### config.mk
export PLATFORM = sky130hd
export DESIGN_NAME = decodificador_rv32i
export DESIGN_NICKNAME = d
export VERILOG_FILES = /design/src/rtl/decodificador_rv32i.sv
export SDC_FILE = /design/constraint.sdc
export NUM_CORES = 1
export LEC_CHECK = 0
export CORE_AREA = 2 2 128 130
export DETAILED_ROUTE_END_ITERATION = 7
export DIE_AREA = 0 0 130 132
export GPL_TIMING_DRIVEN = 0
export HOLD_SLACK_MARGIN = 0.06
export PLACE_DENSITY = 0.75
export SYNTH_ARGS = -nofsm -noshare
export SYNTH_HDL_FRONTEND = slang
export SYNTH_SLANG_ARGS = --single-unit
### constraint.sdc
create_clock -name clk -period 2.5 [get_ports clk]
set_clock_uncertainty 0.05 [all_clocks]
set_input_delay 0.5 -clock clk [delete_from_list [all_inputs] [get_ports clk]]
set_output_delay 0.5 -clock clk [all_outputs]
set_load 0.005 [all_outputs]
### src/rtl/decodificador_rv32i.sv
// -----------------------------------------------------------------------------
// decodificador_rv32i
//
// RV32I decode stage. It sits in front of a 32x32 register file whose read is
// synchronous. It accepts one instruction per cycle from fetch and drives both
// register-file read ports on the acceptance edge. One cycle later it presents
// the operands, the sign-extended immediate and the decoded fields to execute
// from a one-entry holding register (B).
//
// Optional feature (macro DECOD_BYPASS_WB_EN):
//   defined   - writeback bypass. A write on the acceptance edge, or any later
//               write while B stalls, replaces the stale register-file data.
//   undefined - operands come straight from the register file.
//
// Ports:
//   clk, rst                  clock (rising edge), async active-low reset
//   ent_valido/ent_listo      fetch handshake
//   ent_instr, ent_pc         incoming instruction and its PC
//   rf_hab_r1/2, rf_addr_r1/2 register-file read enables / addresses
//   rf_data_r1/2              registered register-file read data
//   wb_hab, wb_addr, wb_data  copy of the register-file write port
//   vaciar                    synchronous flush of B
//   sal_valido/sal_listo      execute handshake
//   sal_pc, sal_rs1_val, sal_rs2_val, sal_imm, sal_rd, sal_opcode,
//   sal_funct3, sal_funct7b5, sal_ilegal   decoded outputs
// -----------------------------------------------------------------------------
module decodificador_rv32i #(
    parameter int ANCHO_PC = 32
) (
    input  logic                clk,
    input  logic                rst,
    input  logic                ent_valido,
    output logic                ent_listo,
    input  logic [31:0]         ent_instr,
    input  logic [ANCHO_PC-1:0] ent_pc,
    output logic                rf_hab_r1,
    output logic                rf_hab_r2,
    output logic [4:0]          rf_addr_r1,
    output logic [4:0]          rf_addr_r2,
    input  logic [31:0]         rf_data_r1,
    input  logic [31:0]         rf_data_r2,
    input  logic                wb_hab,
    input  logic [4:0]          wb_addr,
    input  logic [31:0]         wb_data,
    input  logic                vaciar,
    output logic                sal_valido,
    input  logic                sal_listo,
    output logic [ANCHO_PC-1:0] sal_pc,
    output logic [31:0]         sal_rs1_val,
    output logic [31:0]         sal_rs2_val,
    output logic [31:0]         sal_imm,
    output logic [4:0]          sal_rd,
    output logic [6:0]          sal_opcode,
    output logic [2:0]          sal_funct3,
    output logic                sal_funct7b5,
    output logic                sal_ilegal
);

    localparam logic [6:0] OP_LUI    = 7'b0110111;
    localparam logic [6:0] OP_AUIPC  = 7'b0010111;
    localparam logic [6:0] OP_JAL    = 7'b1101111;
    localparam logic [6:0] OP_JALR   = 7'b1100111;
    localparam logic [6:0] OP_BRANCH = 7'b1100011;
    localparam logic [6:0] OP_LOAD   = 7'b0000011;
    localparam logic [6:0] OP_STORE  = 7'b0100011;
    localparam logic [6:0] OP_OPIMM  = 7'b0010011;
    localparam logic [6:0] OP_OP     = 7'b0110011;
    localparam logic [6:0] OP_FENCE  = 7'b0001111;
    localparam logic [6:0] OP_SYSTEM = 7'b1110011;

    // Sign-extended immediate selected by instruction format.
    function automatic logic [31:0] gen_imm(input logic [31:0] i);
        logic [31:0] r;
        case (i[6:0])
            OP_LOAD, OP_OPIMM, OP_JALR, OP_SYSTEM:
                r = {{20{i[31]}}, i[31:20]};
            OP_STORE:
                r = {{20{i[31]}}, i[31:25], i[11:7]};
            OP_BRANCH:
                r = {{19{i[31]}}, i[31], i[7], i[30:25], i[11:8], 1'b0};
            OP_LUI, OP_AUIPC:
                r = {i[31:12], 12'd0};
            OP_JAL:
                r = {{11{i[31]}}, i[31], i[19:12], i[20], i[30:21], 1'b0};
            default:
                r = 32'd0;  // OP, FENCE and illegal encodings
        endcase
        return r;
    endfunction

    // True for the 11 RV32I base opcodes with the 32-bit length marker.
    function automatic logic es_legal(input logic [31:0] i);
        logic r;
        case (i[6:0])
            OP_LUI, OP_AUIPC, OP_JAL, OP_JALR, OP_BRANCH, OP_LOAD,
            OP_STORE, OP_OPIMM, OP_OP, OP_FENCE, OP_SYSTEM:
                r = 1'b1;
            default:
                r = 1'b0;
        endcase
        return r & (i[1:0] == 2'b11);
    endfunction

    logic b_valido_r;
    logic acepta_s;

    // ent_listo has no path from ent_valido; it only looks at B and execute.
    assign ent_listo  = rst & ~vaciar & (~b_valido_r | sal_listo);
    assign acepta_s   = ent_valido & ent_listo;
    assign rf_hab_r1  = acepta_s;
    assign rf_hab_r2  = acepta_s;
    assign sal_valido = b_valido_r;

    // Read addresses: unused operands point at x0 so they read as zero.
    always_comb begin
        rf_addr_r1 = ent_instr[19:15];
        rf_addr_r2 = 5'd0;
        case (ent_instr[6:0])
            OP_LUI, OP_AUIPC, OP_JAL: begin
                rf_addr_r1 = 5'd0;
                rf_addr_r2 = 5'd0;
            end
            OP_BRANCH, OP_STORE, OP_OP: begin
                rf_addr_r1 = ent_instr[19:15];
                rf_addr_r2 = ent_instr[24:20];
            end
            default: begin
                rf_addr_r1 = ent_instr[19:15];
                rf_addr_r2 = 5'd0;
            end
        endcase
    end

    // Holding register B: valid flag and all registered decoded fields.
    always_ff @(posedge clk or negedge rst) begin
        if (!rst) begin
            b_valido_r   <= 1'b0;
            sal_pc       <= '0;
            sal_imm      <= 32'd0;
            sal_rd       <= 5'd0;
            sal_opcode   <= 7'd0;
            sal_funct3   <= 3'd0;
            sal_funct7b5 <= 1'b0;
            sal_ilegal   <= 1'b0;
        end else if (vaciar) begin
            b_valido_r <= 1'b0;
        end else if (acepta_s) begin
            // Also covers accept-and-depart on the same edge: B is replaced.
            b_valido_r   <= 1'b1;
            sal_pc       <= ent_pc;
            sal_imm      <= gen_imm(ent_instr);
            sal_rd       <= ((ent_instr[6:0] == OP_BRANCH) || (ent_instr[6:0] == OP_STORE))
                            ? 5'd0 : ent_instr[11:7];
            sal_opcode   <= ent_instr[6:0];
            sal_funct3   <= ent_instr[14:12];
            sal_funct7b5 <= ent_instr[30];
            sal_ilegal   <= ~es_legal(ent_instr);
        end else if (sal_listo) begin
            b_valido_r <= 1'b0;
        end else begin
            b_valido_r <= b_valido_r;
        end
    end

`ifdef DECOD_BYPASS_WB_EN
    logic        fwd1_r;
    logic        fwd2_r;
    logic [31:0] fwd_dato1_r;
    logic [31:0] fwd_dato2_r;
    logic [4:0]  rs1_r;
    logic [4:0]  rs2_r;

    // Bypass registers: catch the same-edge write the registered read misses,
    // then keep tracking writes to rs1/rs2 while B stalls (latest wins).
    always_ff @(posedge clk or negedge rst) begin
        if (!rst) begin
            fwd1_r      <= 1'b0;
            fwd2_r      <= 1'b0;
            fwd_dato1_r <= 32'd0;
            fwd_dato2_r <= 32'd0;
            rs1_r       <= 5'd0;
            rs2_r       <= 5'd0;
        end else if (vaciar) begin
            fwd1_r <= 1'b0;
            fwd2_r <= 1'b0;
        end else if (acepta_s) begin
            rs1_r       <= rf_addr_r1;
            rs2_r       <= rf_addr_r2;
            fwd1_r      <= wb_hab & (wb_addr == rf_addr_r1) & (wb_addr != 5'd0);
            fwd2_r      <= wb_hab & (wb_addr == rf_addr_r2) & (wb_addr != 5'd0);
            fwd_dato1_r <= wb_data;
            fwd_dato2_r <= wb_data;
        end else if (b_valido_r && !sal_listo) begin
            if (wb_hab && (wb_addr == rs1_r) && (wb_addr != 5'd0)) begin
                fwd1_r      <= 1'b1;
                fwd_dato1_r <= wb_data;
            end
            if (wb_hab && (wb_addr == rs2_r) && (wb_addr != 5'd0)) begin
                fwd2_r      <= 1'b1;
                fwd_dato2_r <= wb_data;
            end
        end else begin
            fwd1_r <= 1'b0;
            fwd2_r <= 1'b0;
        end
    end

    assign sal_rs1_val = !rst ? 32'd0 : (fwd1_r ? fwd_dato1_r : rf_data_r1);
    assign sal_rs2_val = !rst ? 32'd0 : (fwd2_r ? fwd_dato2_r : rf_data_r2);
`else
    // Without the bypass the writeback port is only observed, never used.
    logic unused_wb_s;
    assign unused_wb_s = ^{wb_hab, wb_addr, wb_data};

    assign sal_rs1_val = !rst ? 32'd0 : rf_data_r1;
    assign sal_rs2_val = !rst ? 32'd0 : rf_data_r2;
`endif

endmodule

==> flow_summary.toml <==
[run_status]
status = "complete, no violations"

[placement]
pre_cts_ws_ps = -742.3
hpwl_microns = 11370
gp_congestion = 0.7812
portBuffers = 289

[sta]
slew_violations = 0
max_freq_ghz = 0.4068
slew_headroom_pct = 30.96
setup_viol = 0
setup_ws_ps = 42.02
timing.final.crit_period_ps = 2458
hold_ws_ps = 125.2
hold_viol = 0
tightest_slew_ps = 1032
period_share_pct = 98.32

[drt]
routed_via_density = 4.370
wirelength_microns = 15390
route.detailed.drc = 0
ant_nets = 0
first_pass_iters = 4
wire_per_inst_microns = 16.11
drtIter0Drc = 178
via_count = 4173

[cts]
cts.path.max_buffers = 2
htreeDepth = 3
cts.sinks = 82
clkLatencyLatePin_ps = 340
cts_tree = "yes"
cts_root_buffer = "clkbuf_16"
cts_buffers = 9
clk_pin_slew_ps = 60

[grt]
grt_first_pass_wirelength_microns = 23540
grt_pass1_vias = 4177
antenna_found_initial = 1
grt-ovfl-total = 0
grtUsageTotal_pct = 17.92
grt_max_degree = 32

[setup_path]
path_cells = "clkdlybuf4s15_1, nor2_4, nand4_1, a21oi_2, and2_1, clkdlybuf4s50_1"
cp.depth = 6
worst_setup_path_start_kind = "input pin"
cpPeakStageDelay_ps = 490
worstRegToRegCells = 6
path_max_fanout = 4
critPathTopFamily = "buffers and inverters"
path_buf_inv = 2
rrSetupSlack_ps = 620
slowest_stage = "clkdlybuf4s50_1"
critPathRequiredTime_ps = 1950
critPathArrivalTime_ps = 1910
cp-end-kind = "primary output"
critPathKind = "in2out"

[pwr]
peakVddDrop_mv = 0.5052
fin_total_pwr_w = 0.003875
seq_power_share_pct = 40.3
total_leakage_power_nw = 3.458
internal_power_w = 0.002856
switchingPower_w = 0.001019
powerDensity_nw_per_um2 = 499.6
swShare_pct = 26.29
clkPwrFrac_pct = 32.2
p_comb_share_pct = 27.5

[die]
placementRows = 46
core_sq_um = 15710
die_area_sq_um = 17160
start_util_pct = 25.51
die_y_microns = 132
io_pins = 330
die_x_microns = 130

[layout]
area_growth_pct = 93.51
mostFrequentLayoutCell = "clkdlybuf4s50_1"
final_util_pct = 49.36
layout_common_cells = "clkdlybuf4s50_1, nand2_1, dfrtp_1"
nNetsFinal = 905
n_antenna_cell = 0
drive_gt1_share_pct = 12.31

[yosys]
synthFlopType = "dfrtp_1"
synthesis.nets = 587
netlist_instances = 416
synthArstFlopShare_pct = 100.0
ys_warn_count = 0
post_synth.cell_area_avg_sq_um = 9.634
synth_cell_types = 39
synth_edf_count = 0
synth-seq-cells = 82
synth_area_sq_um = 4008
synth_seq_area_share_pct = 51.20

[min_path]
min_path_type = "in2async"

[flow_run]
cap_viol_max_count = 0
stage by stage:
step / setup TNS [ps] / instance area, sq um / cells
floorplan: 0 / 4008 / 416
global placement: -669450 / 7171 / 921
detailed placement: -44700 / 7196 / 922
CTS: 0 / 7727 / 953
global route: -2.624 / 7755 / 955
finish: 0 / 7755 / 955
path summary, 6_finish.rpt:
check,start,endpoint
max in group asynchronous,rst,sal_pc[0]
hold / removal,rst,sal_imm[18]
min in group clk,sal_pc[24],sal_pc[24]
setup reg to reg,sal_valido,sal_valido
hold reg to reg,sal_pc[24],sal_pc[24]
setup / recovery,ent_instr[2],rf_addr_r2[2]
power groups by stage:
stage | Combinational (W) | Sequential, W | Clock (W)
5_1_grt | 0.00115 | 0.00158 | 0.00136
6_report | 0.00107 | 0.00156 | 0.00125
2_1_floorplan | 0.000264 | 0.00160 | 0
3_5_place_dp | 0.00103 | 0.00159 | 0
3_3_place_gp | 0.00102 | 0.00158 | 0
4_1_cts | 0.00108 | 0.00157 | 0.00129
cell type report:
class                      instances  area [sq um]
clock inverter                     7         51.30
sequential                        82          2052
clock buffer                       9         225.2
buffer                            31         195.2
tap                              216         270.3
fill                            1471          7958
inverter                           2         7.507
timing repair buffer             307          3124
multi-input combinational        301          1829
worst reg2reg max path, cell delays in order, from the launching register on:
cell	delay [ps]
dfrtp_1	390
nand2b_4	80
nand4b_4	90
buf_4	200
buf_2	280
buf_1	460
o21ai_0	190
synthesized netlist by cell type, drive strengths merged, types with 2 or more instances:
cell,number,area (sq um)
a21oi,23,137.6
a221o,11,110.1
a22o,22,192.7
a22oi,3,27.52
and2,71,449.2
and3b,2,17.52
buf,22,127.6
clkbuf,9,33.78
dfrtp,82,2052
inv,2,7.510
mux2,7,78.83
nand2,119,446.7
nand2b,4,25.02
nand3,2,10.01
nand4,3,18.77
nor2,7,28.78
nor2b,7,43.79
nor3,3,31.28
nor3b,2,25.02
o21ai,7,38.79
cell families (layout without fill, tap and decap cells):
group	count (synthesis)	count (layout)	synth area share, %
AO/OA/AOI/OAI	72	72	14.42
buffers and inverters	33	356	4.215
AND/OR/NAND/NOR	221	221	27.94
multiplexers	8	8	2.217
flip-flops	82	82	51.20
state kept, by name, summed over array words and instances, names as in the netlist:
register and flops:
sal_funct3 3, sal_funct7b5 1, sal_valido 1, sal_ilegal 1, sal_opcode 7, sal_pc 32, sal_rd 5, sal_imm 32
layer usage:
metal  track usage, %  part of all wire, %  up-vias
met5                0                0.071        -
met4            2.569                 0.18        2
met1            22.97                   43     2009
li1                 -                    -     2019
met2            30.19                   50      139
met3            5.682                  6.7        4
repair_timing:
| action | 4_1_cts | 5_1_grt |
|---|---|---|
| hold buffers | 1 | 0 |
| cloned | 2 | 0 |
| gates resized for setup | 43 | 6 |
| endpoints found under the hold margin | 22 | 0 |
| setup buffers | 12 | 2 |
| setup endpoints to repair | 77 | 5 |
| pin swaps | 5 | 4 |
No activity file was read; power rests on OpenSTA's default activity.
